==> config.mk <==
export PLATFORM = sky130hd
export DESIGN_NAME = ldpc_layer_sched
export DESIGN_NICKNAME = d
export VERILOG_FILES = /design/src/rtl/ldpc_layer_sched_pkg.sv /design/src/rtl/ldpc_sched_delay.sv /design/src/rtl/ldpc_layer_sched.sv
export SDC_FILE = /design/constraint.sdc
export NUM_CORES = 1
export LEC_CHECK = 0
export CORE_MARGIN = 3
export CORE_UTILIZATION = 55
export DETAILED_ROUTE_END_ITERATION = 6
export GPL_ROUTABILITY_DRIVEN = 1
export PLACE_DENSITY = 0.85
export SLEW_MARGIN = 20
export SYNTH_ARGS = -nofsm -noshare
export SYNTH_HDL_FRONTEND = slang
export SYNTH_SLANG_ARGS = --single-unit
==> constraint.sdc <==
create_clock -name clk -period 4.9 [get_ports clk]
set_input_delay 0.735 -clock clk [delete_from_list [all_inputs] [get_ports clk]]
set_output_delay 0.735 -clock clk [all_outputs]
set_load 0.05 [all_outputs]
==> src/rtl/ldpc_layer_sched_pkg.sv <==
// Shared types and width helpers for the layered min-sum decode sequencer.
package ldpc_layer_sched_pkg;

  typedef enum logic [2:0] {
    ST_IDLE = 3'd0,
    ST_RD   = 3'd1,
    ST_MIN  = 3'd2,
    ST_WR   = 3'd3,
    ST_DONE = 3'd4
  } state_e;

  // clog2 that never returns zero, so every derived vector has at least one bit
  function automatic int unsigned clog2_min1(input int unsigned n);
    return (n <= 2) ? 1 : $clog2(n);
  endfunction

  function automatic int unsigned addr_w(input int unsigned layers, input int unsigned deg);
    return clog2_min1(layers * deg);
  endfunction

  function automatic int unsigned iter_w(input int unsigned max_iter);
    return clog2_min1(max_iter + 1);
  endfunction

endpackage

==> src/rtl/ldpc_sched_delay.sv <==
// Read-latency delay line for issued column indices; decodes to one-hot lane loads.
module ldpc_sched_delay
  import ldpc_layer_sched_pkg::*;
#(
  parameter int unsigned DEG    = 8,
  parameter int unsigned RD_LAT = 1,
  parameter int unsigned COL_W  = clog2_min1(DEG)
) (
  input  logic             clk,
  input  logic             rst,
  input  logic             flush,
  input  logic             in_valid,
  input  logic [COL_W-1:0] in_col,
  output logic [DEG-1:0]   load_temp
);

  logic [RD_LAT-1:0] vld_q;
  logic [COL_W-1:0]  col_q [RD_LAT];

  always_ff @(posedge clk or posedge rst) begin
    if (rst) begin
      vld_q <= '0;
      for (int i = 0; i < RD_LAT; i++) col_q[i] <= '0;
    end else if (flush) begin
      vld_q <= '0;
      for (int i = 0; i < RD_LAT; i++) col_q[i] <= '0;
    end else begin
      vld_q[0] <= in_valid;
      col_q[0] <= in_col;
      for (int i = 1; i < RD_LAT; i++) begin
        vld_q[i] <= vld_q[i-1];
        col_q[i] <= col_q[i-1];
      end
    end
  end

  always_comb begin
    load_temp = '0;
    if (vld_q[RD_LAT-1]) load_temp[col_q[RD_LAT-1]] = 1'b1;
  end

endmodule

==> src/rtl/ldpc_layer_sched.sv <==
// Layered min-sum pass sequencer: per layer RD -> MIN -> WR, iterating until
// convergence or the iteration cap.
module ldpc_layer_sched
  import ldpc_layer_sched_pkg::*;
#(
  parameter int unsigned NUM_LAYERS = 4,
  parameter int unsigned DEG        = 8,
  parameter int unsigned MAX_ITER   = 10,
  parameter int unsigned RD_LAT     = 1,
  parameter int unsigned MIN_LAT    = 2,
  parameter int unsigned ADDR_W     = addr_w(NUM_LAYERS, DEG),
  parameter int unsigned ITER_W     = iter_w(MAX_ITER),
  parameter int unsigned LAYER_W    = clog2_min1(NUM_LAYERS)
) (
  input  logic               clk,
  input  logic               rst,
  input  logic               start,
  input  logic               halt,
  input  logic               syndrome_ok,
  output logic               rd_en,
  output logic [ADDR_W-1:0]  rd_addr,
  output logic [DEG-1:0]     load_temp,
  output logic               min_start,
  output logic               wr_en,
  output logic [ADDR_W-1:0]  wr_addr,
  output logic [LAYER_W-1:0] layer_idx,
  output logic [ITER_W-1:0]  iter_cnt,
  output logic               busy,
  output logic               done,
  output logic               converged
);

  localparam int unsigned RD_LEN = DEG + RD_LAT;
  localparam int unsigned K_MAX  = (RD_LEN > MIN_LAT) ? RD_LEN : MIN_LAT;
  localparam int unsigned K_W    = clog2_min1(K_MAX);
  localparam int unsigned COL_W  = clog2_min1(DEG);

  localparam logic [K_W-1:0]     K_RD_LAST  = K_W'(RD_LEN - 1);
  localparam logic [K_W-1:0]     K_MIN_LAST = K_W'(MIN_LAT - 1);
  localparam logic [K_W-1:0]     K_WR_LAST  = K_W'(DEG - 1);
  localparam logic [K_W-1:0]     K_DEG      = K_W'(DEG);
  localparam logic [LAYER_W-1:0] LAYER_LAST = LAYER_W'(NUM_LAYERS - 1);
  localparam logic [ITER_W-1:0]  ITER_MAX   = ITER_W'(MAX_ITER);
  localparam logic [ADDR_W-1:0]  DEG_A      = ADDR_W'(DEG);

  state_e             state_q, state_d;
  logic [K_W-1:0]     k_q, k_d;
  logic [LAYER_W-1:0] layer_d;
  logic [ITER_W-1:0]  iter_d;
  logic               conv_d;
  logic               halt_act;
  logic               rd_en_d, wr_en_d, min_start_d;
  logic [ADDR_W-1:0]  rd_addr_d, wr_addr_d;
  logic [COL_W-1:0]   rd_col, rd_col_d;

  assign halt_act = halt && (state_q != ST_IDLE);

  // Next state, counters, and the values every output register takes next
  always_comb begin
    state_d     = state_q;
    k_d         = k_q;
    layer_d     = layer_idx;
    iter_d      = iter_cnt;
    conv_d      = converged;
    rd_en_d     = 1'b0;
    rd_addr_d   = '0;
    rd_col_d    = '0;
    wr_en_d     = 1'b0;
    wr_addr_d   = '0;
    min_start_d = 1'b0;

    if (halt_act) begin
      state_d = ST_IDLE;
      k_d     = '0;
    end else begin
      unique case (state_q)
        ST_IDLE: begin
          if (start && !halt) begin
            state_d = ST_RD;
            k_d     = '0;
            layer_d = '0;
            iter_d  = '0;
            conv_d  = 1'b0;
          end
        end
        ST_RD: begin
          if (k_q == K_RD_LAST) begin
            state_d = ST_MIN;
            k_d     = '0;
          end else begin
            k_d = k_q + K_W'(1);
          end
        end
        ST_MIN: begin
          if (k_q == K_MIN_LAST) begin
            state_d = ST_WR;
            k_d     = '0;
          end else begin
            k_d = k_q + K_W'(1);
          end
        end
        ST_WR: begin
          if (k_q == K_WR_LAST) begin
            k_d = '0;
            if (layer_idx != LAYER_LAST) begin
              layer_d = layer_idx + LAYER_W'(1);
              state_d = ST_RD;
            end else begin
              layer_d = '0;
              iter_d  = (iter_cnt == ITER_MAX) ? iter_cnt : iter_cnt + ITER_W'(1);
              if (syndrome_ok) begin
                conv_d  = 1'b1;
                state_d = ST_DONE;
              end else if (iter_d == ITER_MAX) begin
                conv_d  = 1'b0;
                state_d = ST_DONE;
              end else begin
                state_d = ST_RD;
              end
            end
          end else begin
            k_d = k_q + K_W'(1);
          end
        end
        ST_DONE: state_d = ST_IDLE;
        default: state_d = ST_IDLE;
      endcase
    end

    // Strobes follow the next state so they align with it cycle for cycle
    if (state_d == ST_RD && k_d < K_DEG) begin
      rd_en_d   = 1'b1;
      rd_addr_d = ADDR_W'(layer_d) * DEG_A + ADDR_W'(k_d);
      rd_col_d  = COL_W'(k_d);
    end
    if (state_d == ST_WR) begin
      wr_en_d   = 1'b1;
      wr_addr_d = ADDR_W'(layer_d) * DEG_A + ADDR_W'(k_d);
    end
    min_start_d = (state_d == ST_MIN) && (k_d == '0);
  end

  always_ff @(posedge clk or posedge rst) begin
    if (rst) begin
      state_q   <= ST_IDLE;
      k_q       <= '0;
      layer_idx <= '0;
      iter_cnt  <= '0;
      converged <= 1'b0;
      busy      <= 1'b0;
      done      <= 1'b0;
      rd_en     <= 1'b0;
      rd_addr   <= '0;
      rd_col    <= '0;
      wr_en     <= 1'b0;
      wr_addr   <= '0;
      min_start <= 1'b0;
    end else begin
      state_q   <= state_d;
      k_q       <= k_d;
      layer_idx <= layer_d;
      iter_cnt  <= iter_d;
      converged <= conv_d;
      busy      <= (state_d != ST_IDLE);
      done      <= (state_d == ST_DONE);
      rd_en     <= rd_en_d;
      rd_addr   <= rd_addr_d;
      rd_col    <= rd_col_d;
      wr_en     <= wr_en_d;
      wr_addr   <= wr_addr_d;
      min_start <= min_start_d;
    end
  end

  ldpc_sched_delay #(
    .DEG    (DEG),
    .RD_LAT (RD_LAT),
    .COL_W  (COL_W)
  ) u_delay (
    .clk       (clk),
    .rst       (rst),
    .flush     (halt_act),
    .in_valid  (rd_en),
    .in_col    (rd_col),
    .load_temp (load_temp)
  );

endmodule

==> metrics.md, run 1 <==
| Metric | Value |
|---|---|
| CTS tree | `yes` |
| Initial antenna violation count | `0` |
| Detail Route Antenna Nets | `0` |
| Min Tclk post-route | `2930 ps` |
| Cell variety after synth | `45` |
| # port buffers | `34` |
| Sw Pwr | `about 0.38 mW` |
| CTS sink cnt | `33` |
| Final TNS setup | `0 ps` |
| Die Y | `62.4 um` |
| Filler instances | `between 200 and 250` |
| Routability cong. | `0.840` |
| Synth Instances | `183` |
| Max-cap viol count | `0` |
| Sequential power share | `37.9%` |
| Starting density of the core | `60.2%` |
| Vias/cell | `5.83` |
| Comb power frac | `39.7%` |
| Area of placed instances | `2100 um2` |
| Dpl hpwl | `3120 um` |
| Post-route cell area | `roughly 2200 um2` |
| Setup WS post-layout | `1970 ps` |
| Post-CTS Resized | `0` |
| Leak | `0.986 nW` |
| H-tree levels | `2` |
| Maximum buffer depth of the clock tree | `2` |
| Number of flops mapped to enable cells by yosys | `0` |
| Fin nets | `228` |
| Reg2Reg Depth | `7` |
| Global-route usage over all layers | `23.9%` |
| Mapped Area | `1750 um2` |
| Skew final | `10.3 ps` |
| Core ar. | `about 2900 um2` |
| Final worst-path cycle share | `~60%` |
| Die span in x | `62.4 um` |
| DP Worst Slack | `1890 ps` |
| Final setup fails | `0` |
| Largest net degree at the start of global routing | `34` |
| Clock slew at reported path FFs | `100 ps` |
| Total power | `approximately 0.95 mW` |
| Asr flop ratio synth | `100%` |
| Diode count | `0` |
| WP data arrival | `3150 ps` |
| Max Slew Vio Count | `0` |
| Hold path depth | `1` |
| Switch share | `39.8%` |
| WL final | `4240 um` |
| Worst-margin pin slew | `811 ps` |
| Crit path kind | `reg2reg` |
| Die footprint | `3890 um2` |
| Worst relative slew slack | `45.9%` |
| Startpoint types | `flop` |
| Vias post-DR | `around 1500` |
| Max IR drop VDD | `0.428 mV` |
| # hold bufs at CTS | `0` |
| Syn Nets | `195` |
| Global-route wire length before repair | `7290 um` |
| Post-CTS setup buffers | `0` |
| Register area share after synthesis | `47.3%` |
| Sequential standard cell area | `826 um2` |
| Layout cells sized above 1 | `between 5 and 6%` |
| Yosys warns | `0` |
| Placement Rows | `19` |
| Worst hold path class | `reg2reg` |
| Clock share of power | `between 20% and 30%` |
| CP max FO | `14` |
| Main flop type after synthesis | `dfrtp_1` |
| CTS Buf Count | `5` |
| Worst endpoint required time | `5120 ps` |
| Clk_lat worst skew | `330 ps` |
| Power density cells | `approximately 430 nW/um2` |
| Status | `finished clean` |
| Iter 0 DRT Violations | `~130` |
| Wirelength per Cell | `between 15 and 20 um` |
| Final Hold Viols | `0` |
| Vias in the first global route | `between 1500 and 2000` |
| Synth Register Bits | `33` |
| DRT Pass-1 Iters | `4` |
| I/O pin total | `35` |
| FMAX | `341 MHz` |
| RSZ-0062 raised after global routing | `false` |
| Congestion Overflow GR | `0` |
| P_int | `0.569 mW` |
| Area of the multi-input gates | `~820 um2` |
| Syn_area_per_cell | `9.54 um2` |
| Layout area overhead | `25.1%` |
| Clk root buf | `clkbuf_4` |
| Critical path capture point type | `flop` |
| Remaining DRCs | `0` |
[cells by family after synthesis]
group | share of synthesized area, %
fa+ha+maj | 5.01
flops | 47.3
simple gates | 23.1
buf+inv | 5.66
mux | 0.573
xor+xnor | 1.50
compound gates | 16.9
[layout by cell type (no fill, tap or decap), types with 3 or more instances in the layout]
| cell | n |
|---|---|
| clkdlybuf4s50_1 | 34 |
| dfrtp_1 | 33 |
| nor2_1 | 26 |
| inv_1 | 14 |
| a21oi_1 | 13 |
| o21ai_0 | 9 |
| nand2_1 | 7 |
| ha_1 | 7 |
| and2_1 | 6 |
| nand2b_1 | 5 |
| clkbuf_4 | 5 |
| nand3b_1 | 4 |
| nor3b_1 | 4 |
| nand3_1 | 4 |
| nor4b_1 | 4 |
| a31oi_1 | 3 |
| nor3_1 | 3 |
[routing by layer]
layer | GRT usage (%) | wire, um
met1 | 27.3 | 1610
met2 | 41.9 | 2190
met3 | 7.21 | 341
met4 | 9.37 | 92
met5 | 0 | 0
[critical path, stage by stage, from the launching register on]
cell      delay [ps]
dfrtp_1          610
nand3b_1         440
o221ai_1         790
nor2_1           190
a22o_1           260
ha_1             210
xnor2_1          250
nor2_1            60
[synth_stat cells, types with 2 or more instances]
cell type   n  area share [%]
inv_1      14             3.0
and2_1      6             2.1
nor2_1     26             5.6
a21oi_1    13             3.7
clkbuf_1    4            0.86
nand3b_1    4             1.7
nor4b_1     4             2.0
ha_1        7             5.0
nand3_1     4             1.1
o41ai_1     2             1.0
nor3b_1     4             1.7
nand2_1     7             1.5
and3b_1     2             1.0
nand4_1     2            0.72
nand2b_1    5             1.8
buf_2       4             1.1
dfrtp_1    33              47
xor2_1      2             1.0
nor4_1      2            0.72
nor3_1      3            0.86
a31oi_1     3             1.1
o21ai_0     9             2.6
[per-stage QoR]
step                hold WS (ps)  utilization, %  instances
floorplan                    525               -        183
global placement             464            72.4        251
detailed placement           473            72.4        251
CTS                          488            75.4        259
global route                 504            75.4        259
finish                       475            75.4        259
[path summary, 6_finish.rpt]
path	slack (ps)	startpoint	to
min in group asynchronous	770	rst	iter_cnt[0]
max in group asynchronous	3830	rst	rd_addr[2]
setup / recovery	1970	state_q[1]	wr_addr[4]
hold / removal	470	rd_en	u_delay.vld_q
setup reg to reg	1970	state_q[1]	wr_addr[4]
hold reg to reg	470	rd_en	u_delay.vld_q
[area by class of cell]
class                      instances  share of cell area, %
clock buffer                       7                   2.52
multi-input combinational        127                   37.6
tap                               42                   2.40
timing repair buffer              35                   15.9
clock inverter                     1                   1.37
inverter                          14                   2.40
sequential                        33                   37.8
[power by group through the flow]
stage | clock, mW | combinational, mW | sequential [mW]
6_report | 0.212 | 0.376 | 0.358
5_1_grt | 0.229 | 0.408 | 0.367
4_1_cts | 0.216 | 0.376 | 0.358
3_5_place_dp | 0 | 0.374 | 0.364
3_3_place_gp | 0 | 0.360 | 0.361
2_1_floorplan | 0 | 0.228 | 0.401
[flip-flops by register name (all words and copies together), names as in the netlist, 2 cells and up]
register / count
rd_addr: 3
layer_idx: 2
rd_col: 2
iter_cnt: 4
u_delay.col_q: 3
k_q: 4
wr_addr: 5
state_q: 3
No activity file was read; power rests on OpenSTA's default activity.
==> run 2: changes to the inputs <==
Settings changed: CORE_UTILIZATION 55 to 46, PLACE_DENSITY 0.85 to 0.75.
Clock period 4.9 ns to 2.5 ns, I/O delays scaled along.
==> metrics.md, run 2 (same netlist as run 1, synthesis figures left out) <==
| Metric | Value |
|---|---|
| Status | `finished clean` |
| Critical-path cell with the highest stage delay | `a222oi_1` |
| Max Slew Vio Count | `0` |
| CP max FO | `6` |
| # hold bufs at CTS | `0` |
| Crit path kind | `reg2reg` |
| Diode count | `0` |
| I/O pin total | `35` |
| DRT Pass-1 Iters | `4` |
| Initial antenna violation count | `0` |
| Die footprint | `4570 um2` |
| Wirelength per Cell | `roughly 15 um` |
| Min Tclk post-route | `roughly 2300 ps` |
| Leak | `1.02 nW` |
| Remaining DRCs | `0` |
| Global-route usage over all layers | `18.9%` |
| Congestion Overflow GR | `0` |
| Largest net degree at the start of global routing | `34` |
| Worst endpoint required time | `about 2700 ps` |
| Biggest register | `wr_addr` |
| CTS tree | `yes` |
| WP data arrival | `between 2000 and 2500 ps` |
| # port buffers | `34` |
| Clock slew at reported path FFs | `70 ps` |
| Clk root buf | `clkbuf_8` |
| Post-CTS Resized | `0` |
| Final Hold Viols | `0` |
| CTS Buf Count | `5` |
| Skew final | `slightly above 6 ps` |
| Iter 0 DRT Violations | `86` |
| Setup WS post-layout | `234 ps` |
| Layout cells sized above 1 | `8.11%` |
| Final setup fails | `0` |
| Power density cells | `858 nW/um2` |
| Vias in the first global route | `~1400` |
| Post-CTS setup buffers | `0` |
| Fin nets | `233` |
| Maximum buffer depth of the clock tree | `2` |
| Detail Route Antenna Nets | `0` |
| Core ar. | `between 3000 and 4000 um2` |
| FMAX | `441 MHz` |
| Global-route wire length before repair | `between 6000 and 7000 um` |
| Non-Filler Instances | `268` |
| Worst-margin pin slew | `between 600 and 700 ps` |
| Max stage delay on crit path | `510 ps` |
| Max IR drop VDD | `0.546 mV` |
| Vias post-DR | `1448` |
| CTS sink cnt | `33` |
| Layout area overhead | `29.3%` |
| Crit-path cells | `ha_1 -> nand3b_1 -> a222oi_1 -> o22a_2 -> nor2_1 -> ha_1 -> xnor2_1 -> nor2_1` |
| Worst hold path class | `in2async` |
| Die Y | `67.6 um` |
| Vias/cell | `5.40` |
| Total power | `1.94 mW` |
| Reg2Reg Depth | `8` |
| Max-cap viol count | `0` |
| Routability cong. | `0.802` |
| Clk_lat worst skew | `280 ps` |
| Max FFs per register | `5` |
| Final TNS setup | `0 ps` |
| WL final | `3940 um` |
| Die span in x | `slightly below 70 um` |
| Commonest non-fill, non-tap cell in the layout | `clkdlybuf4s50_1` |
| Dpl hpwl | `3000 um` |
| Final worst-path cycle share | `90.6%` |
| Placement Rows | `21` |
| RSZ-0062 raised after global routing | `false` |
| Most frequent cells in the layout | `34 x clkdlybuf4s50_1, 33 x dfrtp_1, 26 x nor2_1, 14 x inv_1, 13 x a21oi_1` |
| H-tree levels | `2` |
| Largest regs | `wr_addr: 5 flops, iter_cnt: 4 flops, k_q: 4 flops` |
| DP Worst Slack | `184 ps` |
| Worst relative slew slack | `56.2%` |
| DP Cell Count | `260` |
| Critical path capture point type | `flop` |
| Startpoint types | `flop` |
| Starting density of the core | `50.0%` |
## run 2: cell types whose count changed in the layout (fill, tap and decap cells not counted), sizes merged
cell,change
clkbuf,-2
buf,+5
clkinv,+1
clkinvlp,+1
## run 2: stage by stage
stage | instance area [um2] | hold WS, ps | utilization, %
3_3_place_gp | 2140 | 470 | 61.3
4_1_cts | 2260 | 490 | 64.6
2_1_floorplan | 1750 | 504 | -
3_5_place_dp | 2140 | 472 | 61.3
6_report | 2260 | 477 | 64.6
5_1_grt | 2260 | 520 | 64.6
## run 2: routing by layer
| layer | global-route usage (%) | part of all wire, % | wire length [um] | up-vias |
|---|---|---|---|---|
| li1 | - | - | - | 720 |
| met1 | 22.3 | 44 | 1740 | 684 |
| met2 | 30.9 | 49 | 1920 | 34 |
| met3 | 5.49 | 4.6 | 183 | 10 |
| met4 | 9.87 | 2.4 | 95 | 0 |
| met5 | 0 | 0 | 0 | - |
## run 2: worst max-delay path: cells and delay by family (launching register included)
family | cells | cell delay, ps
xor gates and xnor gates | 1 | 190
AOI/OAI and AO/OA | 2 | 760
and+or+nand+nor | 3 | 290
DFF | 1 | 410
adders and majority gates | 2 | 500
## run 2: area by class of cell
class,instances,area [um2]
clock buffer,5,68.8
clock inverter,3,46.3
fill,284,1240
inverter,14,52.6
multi-input combinational,127,822
sequential,33,826
tap,46,57.6
timing repair buffer,40,385
## run 2: where the power goes
part	total [mW]	internal, mW	switching [mW]	leakage [nW]
Combinational	0.735	0.275	0.461	0.515
Clock	0.497	0.298	0.199	0.0543
Sequential	0.705	0.616	0.0889	0.449
Total	1.94	1.19	0.749	1.02
## run 2: worst paths after layout
path | slack, ps | startpoint | to
min reg2reg | 490 | rd_col[0] | u_delay.col_q[0]
min in group clk | 490 | rd_col[0] | u_delay.col_q[0]
min | 480 | rst | iter_cnt[2]
max in group asynchronous | 1730 | rst | u_delay.col_q[0]
max | 230 | k_q[0] | rd_addr[4]
max reg2reg | 230 | k_q[0] | rd_addr[4]
==> run 3: changes to the inputs <==
Settings changed: PLACE_DENSITY 0.75 to 0.82.
==> metrics.md, run 3 (same netlist as run 1, synthesis figures left out) <==
| Metric | Value |
|---|---|
| Status | `finished clean` |
| Clk_lat worst skew | `280 ps` |
| CTS sink cnt | `33` |
| # port buffers | `34` |
| Vias post-DR | `1495` |
| Max FFs per register | `5` |
| Initial antenna violation count | `0` |
| Clk root buf | `clkbuf_8` |
| Leak | `1.02 nW` |
| R2R Setup Slk | `250 ps` |
| Final TNS setup | `0 ps` |
| Skew final | `3.44 ps` |
| # hold bufs at CTS | `0` |
| CP max FO | `4` |
| Wirelength per Cell | `14.8 um` |
| Worst-margin pin slew | `roughly 540 ps` |
| Final Hold Viols | `0` |
| Startpoint types | `flop` |
| Starting density of the core | `50.0%` |
| Post-route cell area | `about 2300 um2` |
| Critical path capture point type | `flop` |
| WP data arrival | `2420 ps` |
| Crit path kind | `reg2reg` |
| Biggest register | `wr_addr` |
| Area of placed instances | `between 2000 and 2500 um2` |
| Diode count | `0` |
| Commonest non-fill, non-tap cell in the layout | `clkdlybuf4s50_1` |
| Vias/cell | `5.58` |
| Routability cong. | `around 0.91` |
| CTS Buf Count | `5` |
| Maximum buffer depth of the clock tree | `2` |
| Max IR drop VDD | `about 0.52 mV` |
| Fin nets | `234` |
| Worst hold path class | `in2async` |
| H-tree levels | `2` |
| Most frequent cells in the layout | `34 x clkdlybuf4s50_1, 33 x dfrtp_1, 26 x nor2_1, 14 x inv_1, 13 x a21oi_1` |
| Worst relative slew slack | `63.6%` |
| WL final | `3970 um` |
| Core ar. | `3490 um2` |
| Iter 0 DRT Violations | `107` |
| Clock slew at reported path FFs | `about 70 ps` |
| Placement Rows | `21` |
| Detail Route Antenna Nets | `0` |
| Critical-path cell with the highest stage delay | `dfrtp_1` |
| Worst endpoint required time | `about 2700 ps` |
| Max stage delay on crit path | `between 400 and 500 ps` |
| Largest net degree at the start of global routing | `34` |
| Largest regs | `wr_addr: 5 flops, iter_cnt: 4 flops, k_q: 4 flops` |
| Final worst-path cycle share | `roughly 90%` |
| Layout cells sized above 1 | `between 8 and 9%` |
| CTS tree | `yes` |
| Congestion Overflow GR | `0` |
| Die Y | `67.6 um` |
| Remaining DRCs | `0` |
| I/O pin total | `35` |
| WHS | `475 ps` |
| RSZ-0062 raised after global routing | `false` |
| Layout area overhead | `29.2%` |
| DRT Pass-1 Iters | `4` |
| FMAX | `about 440 MHz` |
| Max Slew Vio Count | `0` |
| Total power | `1.92 mW` |
| Min Tclk post-route | `~2300 ps` |
| Vias in the first global route | `approximately 1400` |
| Post-CTS Resized | `0` |
| Die footprint | `roughly 4600 um2` |
| Global-route wire length before repair | `6600 um` |
| Global-route usage over all layers | `19.6%` |
| Final setup fails | `0` |
| Crit-path cells | `inv_1 -> ha_1 -> or3b_1 -> a222oi_1 -> o22a_2 -> nor2_1 -> ha_1 -> xnor2_1 -> nor2_1` |
| Die span in x | `67.6 um` |
| Dpl hpwl | `2880 um` |
| Power density cells | `852 nW/um2` |
| Post-CTS setup buffers | `0` |
| Max-cap viol count | `0` |
-- run 3: cell count changes in the layout (fill, tap and decap cells not counted) --
cell | previous run | this run
buf_4 | 6 | 7
clkinv_2 | 0 | 1
clkinv_4 | 1 | 0
clkinvlp_4 | 1 | 0
ha_1 | 7 | 6
ha_2 | 0 | 1
-- run 3: per-stage QoR --
| stage | setup slack, ps | utilization, % | instances |
|---|---|---|---|
| 6_report | 246 | 64.6 | 268 |
| 5_1_grt | 45.8 | 64.6 | 268 |
| 4_1_cts | 195 | 64.5 | 268 |
| 3_5_place_dp | 173 | 61.5 | 261 |
| 3_3_place_gp | 243 | 61.5 | 261 |
| 2_1_floorplan | 228 | - | 183 |
-- run 3: routing by layer --
layer / wire length (um) / track usage [%]
met5: 0 / 0
met4: 45 / 6.84
met3: 301 / 5.82
met2: 1940 / 32.4
met1: 1680 / 24.1
-- run 3: worst max-delay path, delay by kind of cell (launching register included) --
kind | cells | cell delay (ps)
simple gates | 3 | 480
fa+ha+maj | 2 | 370
buf+inv | 1 | 90
flops | 1 | 410
compound gates | 2 | 590
xor+xnor | 1 | 200
-- run 3: cell type report --
type                       instances  area (um2)
clock buffer                       5        68.8
clock inverter                     2        35.0
fill                             293        1240
inverter                          14        52.6
multi-input combinational        127         825
sequential                        33         826
tap                               46        57.6
timing repair buffer              41         393
-- run 3: final timing paths --
path                                 from               end  cells past startpoint
worst min-delay path                  rst       iter_cnt[3]                      3
worst max register to register     k_q[1]        rd_addr[4]                      9
worst min register to register  rd_col[0]  u_delay.col_q[0]                      1
worst max-delay path               k_q[1]        rd_addr[4]                      9
min in group clk                rd_col[0]  u_delay.col_q[0]                      1
max in group asynchronous             rst        wr_addr[4]                      3
-- run 3: power by group --
group | total, mW | switching [mW] | leakage, nW | internal (mW)
clock network | 0.483 | 0.193 | 0.0540 | 0.289
logic | 0.733 | 0.456 | 0.517 | 0.277
registers | 0.706 | 0.0895 | 0.449 | 0.616
total | 1.92 | 0.739 | 1.02 | 1.18
